**src/rtl/fetch_stage_pkg.sv**
```systemverilog
// Shared constants and state encoding for the IF stage of the 5-stage MIPS pipeline.
package fetch_stage_pkg;

    localparam logic [31:0] NOP_WORD = 32'h0000_0000;
    localparam int unsigned PC_INC   = 4;

    typedef enum logic [1:0] {
        ST_IDLE  = 2'd0,
        ST_FETCH = 2'd1,
        ST_HOLD  = 2'd2
    } fetch_state_e;

endpackage

```
**src/rtl/program_counter.sv**
```systemverilog
// PC register: word-aligned redirect load, or increment from a caller-supplied base.
module program_counter
    import fetch_stage_pkg::*;
#(
    parameter int unsigned       PWIDTH   = 32,
    parameter logic [PWIDTH-1:0] RESET_PC = '0
) (
    input  logic              f_clk,
    input  logic              f_rst,
    input  logic              redirect,
    input  logic [PWIDTH-1:0] target,
    input  logic              advance,
    input  logic [PWIDTH-1:0] base,
    output logic [PWIDTH-1:0] pc,
    output logic [PWIDTH-1:0] pc_next
);

    logic [PWIDTH-1:0] pc_reg;

    // Redirect wins; targets are forced onto a word boundary.
    always_comb begin
        pc_next = pc_reg;
        if (redirect) begin
            pc_next = target & ~PWIDTH'(3);
        end else if (advance) begin
            pc_next = base + PWIDTH'(PC_INC);
        end
    end

    always_ff @(posedge f_clk or negedge f_rst) begin
        if (!f_rst) begin
            pc_reg <= RESET_PC;
        end else begin
            pc_reg <= pc_next;
        end
    end

    assign pc = pc_reg;

endmodule

```
**src/rtl/fetch_stage.sv**
```systemverilog
// IF stage: req/ack instruction fetch with a one-entry skid, redirect squash and IF/ID output registers.
module fetch_stage
    import fetch_stage_pkg::*;
#(
    parameter int unsigned       PWIDTH   = 32,
    parameter int unsigned       IWIDTH   = 32,
    parameter logic [PWIDTH-1:0] RESET_PC = '0
) (
    input  logic              f_clk,
    input  logic              f_rst,
    input  logic              f_i_stall,
    input  logic              f_i_flush,
    input  logic              f_i_change_pc,
    input  logic [PWIDTH-1:0] f_i_alu_pc,
    output logic              f_o_imem_req,
    output logic [PWIDTH-1:0] f_o_imem_addr,
    input  logic              f_i_imem_ack,
    input  logic [IWIDTH-1:0] f_i_imem_data,
    output logic [IWIDTH-1:0] f_o_instr,
    output logic [PWIDTH-1:0] f_o_pc,
    output logic              f_o_ce
);

    localparam logic [IWIDTH-1:0] NOP = IWIDTH'(NOP_WORD);

    fetch_state_e      state_reg, state_next;
    logic              req_reg, req_next;
    logic [PWIDTH-1:0] addr_reg, addr_next;
    logic              squash_reg, squash_next;
    logic [IWIDTH-1:0] skid_instr_reg, skid_instr_next;
    logic [PWIDTH-1:0] skid_pc_reg, skid_pc_next;
    logic [IWIDTH-1:0] out_instr_reg, out_instr_next;
    logic [PWIDTH-1:0] out_pc_reg, out_pc_next;
    logic              out_ce_reg, out_ce_next;

    logic              pc_advance;
    logic [PWIDTH-1:0] pc_base;
    logic [PWIDTH-1:0] pc_cur;
    logic [PWIDTH-1:0] pc_next;
    logic              slot_held;

    program_counter #(
        .PWIDTH   (PWIDTH),
        .RESET_PC (RESET_PC)
    ) u_pc (
        .f_clk    (f_clk),
        .f_rst    (f_rst),
        .redirect (f_i_change_pc),
        .target   (f_i_alu_pc),
        .advance  (pc_advance),
        .base     (pc_base),
        .pc       (pc_cur),
        .pc_next  (pc_next)
    );

    // A valid output survives the cycle only while decode stalls on it.
    assign slot_held = out_ce_reg && f_i_stall && !f_i_flush;

    always_comb begin
        state_next      = state_reg;
        req_next        = req_reg;
        addr_next       = addr_reg;
        squash_next     = squash_reg;
        skid_instr_next = skid_instr_reg;
        skid_pc_next    = skid_pc_reg;
        out_ce_next     = slot_held;
        out_instr_next  = slot_held ? out_instr_reg : NOP;
        out_pc_next     = out_pc_reg;
        pc_advance      = 1'b0;
        pc_base         = addr_reg;

        case (state_reg)
            ST_IDLE: begin
                state_next = ST_FETCH;
                req_next   = 1'b1;
                addr_next  = pc_next;
            end
            ST_FETCH: begin
                if (f_i_imem_ack) begin
                    if (f_i_change_pc || squash_reg) begin
                        // Wrong-path word: drop it and restart at the (possibly new) target.
                        squash_next = 1'b0;
                        addr_next   = pc_next;
                    end else if (!slot_held) begin
                        pc_advance = 1'b1;
                        addr_next  = pc_next;
                        // During a flush the returning word is consumed but not presented.
                        if (!f_i_flush) begin
                            out_instr_next = f_i_imem_data;
                            out_pc_next    = addr_reg;
                            out_ce_next    = 1'b1;
                        end
                    end else begin
                        skid_instr_next = f_i_imem_data;
                        skid_pc_next    = addr_reg;
                        req_next        = 1'b0;
                        state_next      = ST_HOLD;
                    end
                end else if (f_i_change_pc) begin
                    squash_next = 1'b1;
                end
            end
            ST_HOLD: begin
                if (f_i_change_pc) begin
                    state_next = ST_FETCH;
                    req_next   = 1'b1;
                    addr_next  = pc_next;
                end else if (!f_i_flush && !slot_held) begin
                    out_instr_next = skid_instr_reg;
                    out_pc_next    = skid_pc_reg;
                    out_ce_next    = 1'b1;
                    pc_advance     = 1'b1;
                    pc_base        = skid_pc_reg;
                    addr_next      = pc_next;
                    req_next       = 1'b1;
                    state_next     = ST_FETCH;
                end
            end
            default: begin
                state_next = ST_IDLE;
                req_next   = 1'b0;
            end
        endcase

        if (f_i_change_pc || f_i_flush) begin
            out_ce_next    = 1'b0;
            out_instr_next = NOP;
        end
    end

    always_ff @(posedge f_clk or negedge f_rst) begin
        if (!f_rst) begin
            state_reg      <= ST_IDLE;
            req_reg        <= 1'b0;
            addr_reg       <= RESET_PC;
            squash_reg     <= 1'b0;
            skid_instr_reg <= NOP;
            skid_pc_reg    <= '0;
            out_instr_reg  <= NOP;
            out_pc_reg     <= '0;
            out_ce_reg     <= 1'b0;
        end else begin
            state_reg      <= state_next;
            req_reg        <= req_next;
            addr_reg       <= addr_next;
            squash_reg     <= squash_next;
            skid_instr_reg <= skid_instr_next;
            skid_pc_reg    <= skid_pc_next;
            out_instr_reg  <= out_instr_next;
            out_pc_reg     <= out_pc_next;
            out_ce_reg     <= out_ce_next;
        end
    end

    assign f_o_imem_req  = req_reg;
    assign f_o_imem_addr = addr_reg;
    assign f_o_instr     = out_instr_reg;
    assign f_o_pc        = out_pc_reg;
    assign f_o_ce        = out_ce_reg;

endmodule

```
**config.mk**
```make
export PLATFORM = sky130hd
export DESIGN_NAME = fetch_stage
export DESIGN_NICKNAME = d
export VERILOG_FILES = /design/src/rtl/fetch_stage_pkg.sv /design/src/rtl/program_counter.sv /design/src/rtl/fetch_stage.sv
export SDC_FILE = /design/constraint.sdc
export NUM_CORES = 1
export LEC_CHECK = 0
export CAP_MARGIN = 20
export CORE_MARGIN = 5
export CORE_UTILIZATION = 40
export DETAILED_ROUTE_END_ITERATION = 6
export PLACE_DENSITY = 0.67
export SLEW_MARGIN = 20
export SYNTH_ARGS = -nofsm -noshare
export SYNTH_HDL_FRONTEND = slang
export SYNTH_SLANG_ARGS = --single-unit
```
**constraint.sdc**
```tcl
create_clock -name f_clk -period 10.05 [get_ports f_clk]
set_clock_uncertainty 0.15 [all_clocks]
set_input_delay 2.01 -clock f_clk [delete_from_list [all_inputs] [get_ports f_clk]]
set_output_delay 2.01 -clock f_clk [all_outputs]
set_load 0.02 [all_outputs]
```
## After elaboration in Yosys (flattened, before gate mapping)

Index checks and enable logic that the tools add are counted.
Widths: inputs -> output; s select.

| storage, ports and cells | value |
|---|---|
| bits of input ports | 70 |
| output and inout bits | 98 |
| flip-flop bits (word level) | 197 |
| logic and storage cells | 96 |

| operators by class | value |
|---|---|
| eq/ne operators | 12 |
| multiplexer cells | 56 |
| add/subtract/negate cells | 1 |
| bitwise gates (word level) | 1 |
| reductions and logical operators | 16 |

Operators with widths:

| operator | count |
|---|---|
| $mux 32 | 24 |
| $pmux 32 s2 | 2 |
| $pmux 32 s3 | 1 |
| $add 32x3->32 const B | 1 |
| $mux 1 | 20 |
| $ne 2x2->1 const B | 7 |
| $reduce_and 4->1 | 3 |
| $mux 2 | 5 |
| $reduce_and 7->1 | 1 |
| $ne 3x3->1 const B | 2 |
| $pmux 2 s3 | 1 |
| $pmux 1 s2 | 2 |
| $reduce_bool 2->1 | 2 |
| $logic_and 1x1->1 | 3 |
| $pmux 1 s3 | 1 |
| $reduce_and 3->1 | 1 |
| $reduce_bool 3->1 | 1 |
| $eq 2x1->1 const B | 1 |
| $eq 2x2->1 const B | 1 |
| $logic_not 1->1 | 2 |
| $logic_not 2->1 | 1 |
| $logic_or 1x1->1 | 2 |
| $ne 2x1->1 const B | 1 |
| $not 1->1 | 1 |

## Longest topological paths before layout

Gate-level depths: netlist (run 1).

| depth | value |
|---|---|
| depth after elaboration | 14 |
| depth in mapped cells | 16 |

## Hierarchy

Synthesis (run 1) repeated with hierarchy kept, for this count alone.

| unflattened totals | value |
|---|---|
| cells, all modules | 862 |
| area total of the unflattened synthesis | 9281.4 um^2 |

By module, submodules not included:

| module | cells each | area an instance (um^2) | instances | sequential area each (um^2) |
|---|---|---|---|---|
| fetch_stage | 636 | 7297.0 | 1 | 4129.0 |
| program_counter | 226 | 1984.4 | 1 | 800.8 |

## Worst setup path before layout (run 1)

OpenSTA, ideal clock, no wires.

| timing | value |
|---|---|
| path type | input -> register |
| start | input port f_i_change_pc |
| end | register addr_reg[26] (netlist: f_o_imem_addr[26]) |
| path slack | 4.858 ns |
| arrival time | 4.976 ns |
| data required time | 9.834 ns |
| stages | 15 |
| path through | buf_6 -> a211o_1 -> nor2_1 -> buf_4 -> buf_2 -> buf_1 -> nand2_1 -> nand2_1 -> ha_1 -> and4_1 -> o211ai_1 -> a22o_1 -> o311a_1 -> o31ai_2 -> mux2_1 |

| between the ends | value |
|---|---|
| cells in the longest elaborated chain, start to end | 10 |

Ends and longest elaborated chain:

| item | RTL line | RTL |
|---|---|---|
| from (decl) | fetch_stage.sv:13 | `input logic f_i_change_pc,` |
| branches (longest 9 deep; another with $add 32x3->32) | -- |  |
| $pmux 32 s3 * | fetch_stage.sv:72 | `case (state_reg)` |
| net addr_next[26] | fetch_stage.sv:28 | `logic [PWIDTH-1:0] addr_reg, addr_next;` |
| to (signal assigned) | fetch_stage.sv:145 | `addr_reg <= addr_next;` |
| to (decl) | fetch_stage.sv:28 |  |

Mark *: on every way through the listed nets, which the timed path passes. The select of a mux whose other input is x is not followed.
A chain may end at the register's enable or synchronous reset.

## Worst setup path after layout (run 1)

| timing | value |
|---|---|
| start | input port f_i_change_pc |
| end | register addr_reg[24] (netlist: f_o_imem_addr[24]) |

| between the ends | value |
|---|---|
| cells in the longest elaborated chain, start to end | 10 |

Ends and longest elaborated chain:

| item |
|---|
| branches (longest 10 deep; another with $add 32x3->32) |

Parallel ways; which one is timed is not known. The select of a mux whose other input is x is not followed.

==> metrics, run 1 <==
total grt overflow 0; H-tree depth 4; Final period util 0.554; Final Max Tran Viols 0; commonest non-fill, non-tap cell in the layout dfrtp_1; WP data required 10.19 ns; RSZ-0062 raised after global routing no; prevailing post-synth register cell dfrtp_1; Clock Sinks 197; internal reg-to-reg setup slack 6.22 ns; Leakage 5.07 nW; Register Area 4930 sq um; DR iter-0 viols 534; routed wl met2 12.5 mm; max_slew headroom 0.312; worst IR drop on VDD 139 uV; Bufs on Longest Clock Path 2; port buffer count 165; All-Layer GR Usage 0.195; layout cells sized above 1 0.137; vias post-DR 7856; Die Wd 167 um; drt wl/cell 19.5 um; Detailed Place HPWL 17.3 mm; Syn Inst Count 922; Yosys cell types 75; filler cell count 2211; pwr/cell area 233 nW/um^2; largest area contributor in the netlist dfrtp_1; initial core utilization 0.406; DR vias/cell 5.66; Post-Synth Simple-Gate Area 0.120; metal3 WL 2.34 mm; outcome finished clean; router iterations before antenna repair 5; fmax 179 MHz; share of the synthesized area in the top cell type 0.501; nature of the critical path startpoint input pin; wire length on met1 11.8 mm; top cells by area, synth dfrtp_1 (50%), mux2_2 (9.2%), mux2i_1 (5.4%), nor2_1 (3.8%), a22o_1 (2.9%); Clock transition at path regs 0.07 ns; row count 57; Top delay family on crit path compound AO/OA/AOI/OAI gates; Worst Path Max Fanout 47; vias in the first global route 8047; Post-CTS Setup Repair Bufs 0; synthesized flop and latch total 197; TritonCTS Buffers 17; Pwr Total 2.87 mW; crit path max-delay cell type buf_2; CP arrival 5.71 ns; mux contribution to synthesized area 0.147; worst path bufs/invs 1; Setup Crit Path Kind input pin to flip-flop; Final min period 5.57 ns; hold_buf cts 0; Critical R2R Launch f_o_ce$_DFF_PN0_; Seq/Total Area, Yosys 0.501; CTS tree done; Core ar. 24200 sq um; Min-Delay Startpoint skid_instr_reg[26]$_DFFE_PN0P_; Post-CTS Resized 0; largest net degree at the start of global routing 91; most frequent cells in the layout dfrtp_1 (197), clkdlybuf4s50_1 (163), nor2_1 (97); crit path cell chain buf_2 -> a211o_1 -> nor2_4 -> mux2_2 -> ha_1 -> and4_1 -> nand4_1 -> a22o_1 -> nor4_1 -> xor2_1 -> o221ai_1; RD Place Congestion 0.829; number of synthesized flops with an enable pin 0; ANT nets after route 0; Die Y 167 um; Critical path origin f_i_change_pc; antenna violations before repair 5; syn nets 996; DRC 0; Routed Wire Length 27.0 mm; Synth warnings 0; area of the multi-input gates 4600 sq um; XOR/XNOR share of the synthesized area 0.0196; Post-Layout Inst Area 12300 sq um; io pins 168; Async SR Flop Fraction 1.00; highest metal used met5; Max-cap violations 0; die outline area 27800 sq um; first-pass GRT wire length 44.4 mm; area grow syn2layout 25.4%; largest family of logic cells by synthesized area compound AO/OA/AOI/OAI gates; Hold Crit Class flip-flop to flip-flop; Setup-failing EPs final 0; Final TNS setup 0 ns; Post-Synth Adder-Cell Area 0.00509; Cell Area, Placed 11700 sq um; n_diodes 0; max incr delay on CP 0.75 ns; nets 1126; Compound-Gate Fraction of Synth Area 0.174; Mean Syn Cell Area 10.7 sq um; Slew @ Worst Pin 1.03 ns; Synth Cell Area 9830 sq um; CTS Root Cell clkbuf_16; clock latency on the worst-skew pair 0.43 ns; CP endpoint kind flip-flop; Hold Vio Cnt, Final 0
[cell usage after synthesis, types with 10 or more instances]
master,instances
a22oi_1,34
a31oi_1,20
a21oi_1,53
xor2_1,15
mux2_2,80
mux2i_1,53
buf_2,17
clkbuf_1,40
nand2_1,63
nand4_1,13
and3_1,14
nor3_1,11
nand3_1,15
nor2_1,99
a22o_1,33
o21ai_0,28
dfrtp_1,197
and2_1,10
[area by class of cell]
type                            instances  share of cell area
Inverter                                7             0.00213
Sequential cell                       197               0.400
Clock buffer                           18              0.0356
Clock inverter                         14              0.0133
Multi-Input combinational cell        650               0.373
Timing Repair Buffer                  179               0.143
Tap cell                              324              0.0329
[metal layers]
metal  track usage  vias up
met5             0        -
met4        0.0466       10
met3        0.0649       36
met2         0.312      255
met1         0.260     3906
li1              -     3649
[final timing paths]
| path | cells past startpoint | endpoint |
|---|---|---|
| worst min register to register | 1 | skid_instr_reg[26]$_DFFE_PN0P_ |
| min in group asynchronous | 1 | f_o_imem_addr[12]$_DFFE_PN0P_ |
| worst max-delay path | 11 | f_o_imem_addr[24]$_DFFE_PN0P_ |
| worst max register to register | 7 | f_o_imem_addr[31]$_DFFE_PN0P_ |
| max in group asynchronous | 2 | skid_instr_reg[23]$_DFFE_PN0P_ |
| worst min-delay path | 1 | skid_instr_reg[26]$_DFFE_PN0P_ |
[kinds of logic (layout without fill, tap and decap cells)]
group	count (synthesis)	in the layout
adders and majority gates	4	4
DFF	197	197
and+or+nand+nor	253	253
buffers and inverters	75	218
AOI/OAI and AO/OA	237	237
xor gates and xnor gates	22	22
muxes	134	134
[metrics by stage]
| stage | worst slack, ns | utilization | hold slack [ns] | cells |
|---|---|---|---|---|
| 2_1_floorplan | 4.86 | - | 0.318 | 922 |
| 5_1_grt | 4.16 | 0.509 | 0.369 | 1389 |
| 4_1_cts | 4.49 | 0.508 | 0.363 | 1388 |
| 3_3_place_gp | 4.10 | 0.483 | 0.337 | 1356 |
| 6_report | 4.48 | 0.509 | 0.359 | 1389 |
| 3_5_place_dp | 4.06 | 0.483 | 0.346 | 1356 |
[power by group]
group          internal [mW]  switching [mW]
clock                  0.381           0.325
sequential             0.956           0.178
combinational          0.473           0.558
total                   1.81            1.06
Power figures use the tool's default switching activity.
==> run 2, diff against run 1 <==
Clock period 10.05 ns to 5.5 ns, I/O delays scaled along.
==> run 2 against run 1 <==
Compared with the run above:
- hold slack about the same
- flip-flop and latch count stayed put
- register-to-register slack got worse by 4.4 ns
- non-clock buffer count up 5
- sequential power is 84% higher
- power increased by 81%
- die area is the same
- combinational power rose by 83%
- global-route usage fell by 0.27 points
- core utilization up 0.14 points
- routed wire length shrank 0.40%
- critical path type unchanged
- largest cell class unchanged
- highest routed layer unchanged
==> metrics, run 2 (synthesis gave the netlist of run 1 again) <==
outcome finished clean; Final period util 0.757; CTS Root Cell clkbuf_16; layout cells sized above 1 0.141; DR vias/cell 5.66; initial core utilization 0.406; Routed Wire Length 26.9 mm; Setup Crit Path Kind input pin to flip-flop; drt wl/cell 19.3 um; antenna violations before repair 4; worst IR drop on VDD 258 uV; met1 track demand over resource 0.256; CP arrival 4.30 ns; Hold Crit Class flip-flop to flip-flop; DRC 0; area grow syn2layout 25.7%; row count 57; clock power share 0.242; Die Wd 167 um; Clock transition at path regs 0.07 ns; n_diodes 0; Final Max Tran Viols 0; Core ar. 24200 sq um; RD Place Congestion 0.860; Cell Area, Placed 11800 sq um; nature of the critical path startpoint input pin; Final min period 4.16 ns; Hold Vio Cnt, Final 0; P_int 3.26 mW; Clock Sinks 197; Hold WS 0.359 ns; Setup-failing EPs final 0; vias in the first global route 8044; Post-CTS Resized 0; total grt overflow 0; ANT nets after route 0; Slew @ Worst Pin 0.992 ns; vias post-DR 7890; largest net degree at the start of global routing 100; hold_buf cts 0; WP data required 5.63 ns; pwr/cell area 421 nW/um^2; most frequent cells in the layout dfrtp_1 (197), clkdlybuf4s50_1 (163), nor2_1 (97); met2 usage in global routing 0.312; Worst Path Max Fanout 7; Leakage 5.10 nW; Max-cap violations 0; clock latency on the worst-skew pair 0.43 ns; Net Sw Power 1.95 mW; Sw Ratio 0.375; RSZ-0062 raised after global routing no; busiest grt layer met2; nets 1131; CP endpoint kind flip-flop; Final TNS setup 0 ns; Post-CTS Setup Repair Bufs 0; die outline area 27800 sq um; CTS tree done; Post-Layout Inst Area 12400 sq um; router iterations before antenna repair 5; Die Y 167 um; H-tree depth 4; Pwr Total 5.21 mW; commonest non-fill, non-tap cell in the layout dfrtp_1; post-layout util 0.510; io pins 168; Bufs on Longest Clock Path 2; All-Layer GR Usage 0.193; port buffer count 165; DR iter-0 viols 479; first-pass GRT wire length 43.9 mm; fmax 240 MHz; Flop pwr share 0.398; combinational fraction of design power 0.360; TritonCTS Buffers 17; Detailed Place HPWL 17.5 mm; M3 GR Usage 0.0616; max_slew headroom 0.338
-- run 2: cell types whose count changed in the layout (fill, tap and decap cells not counted), moves of 2 or more --
cell	delta
inv_6	-2
clkinvlp_4	-3
clkinv_4	+6
buf_4	+5
-- run 2: critical path: stages --
cell	delay, ns
clkdlybuf4s50_1	0.55
a211o_1	0.39
nor2_4	0.15
mux2_2	0.19
ha_1	0.27
and4_1	0.32
nand4_1	0.18
a22o_1	0.39
nor4_1	0.39
xor2_1	0.23
o221ai_1	0.12
-- run 2: final cells by class --
class | count | area, sq um
fillers | 2236 | 11900
repair buffers | 184 | 1810
clock buffers | 17 | 425
well taps | 324 | 405
clock inverters | 15 | 169
multi-input cells | 650 | 4600
inverters | 7 | 26.3
flip-flops and latches | 197 | 4930
-- run 2: layer usage --
layer / up-vias / share of wire
met3: 28 / 0.078
met2: 262 / 0.47
li1: 3676 / -
met4: 8 / 0.0098
met5: - / 0.0022
met1: 3916 / 0.44
-- run 2: through the flow --
stage,setup slack (ns),instances
final,1.34,1394
after global routing,1.17,1394
after CTS,1.39,1394
after detailed placement,0.968,1362
after global placement,1.01,1362
after floorplan,1.22,922
-- run 2: path summary, 6_finish.rpt --
check	startpoint	to	slack (ns)	cells past startpoint
min in group asynchronous	f_rst	f_o_pc[11]$_DFFE_PN0P_	0.60	1
min reg2reg	u_pc.pc[20]$_DFF_PN0_	u_pc.pc[20]$_DFF_PN0_	0.36	2
min	u_pc.pc[20]$_DFF_PN0_	u_pc.pc[20]$_DFF_PN0_	0.36	2
max	f_i_flush	f_o_imem_addr[30]$_DFFE_PN0P_	1.34	11
max reg2reg	state_reg[0]$_DFFE_PN0P_	f_o_imem_addr[26]$_DFFE_PN0P_	1.86	13
max in group asynchronous	f_rst	skid_instr_reg[28]$_DFFE_PN0P_	3.53	2
-- run 2: power by group through the flow --
stage | Sequential (mW) | Clock (mW) | Combinational, mW
2_1_floorplan | 2.29 | 0 | 0.841
3_3_place_gp | 2.09 | 0 | 1.86
3_5_place_dp | 2.10 | 0 | 1.89
4_1_cts | 2.07 | 1.29 | 1.89
5_1_grt | 2.13 | 1.35 | 2.03
6_report | 2.08 | 1.26 | 1.88
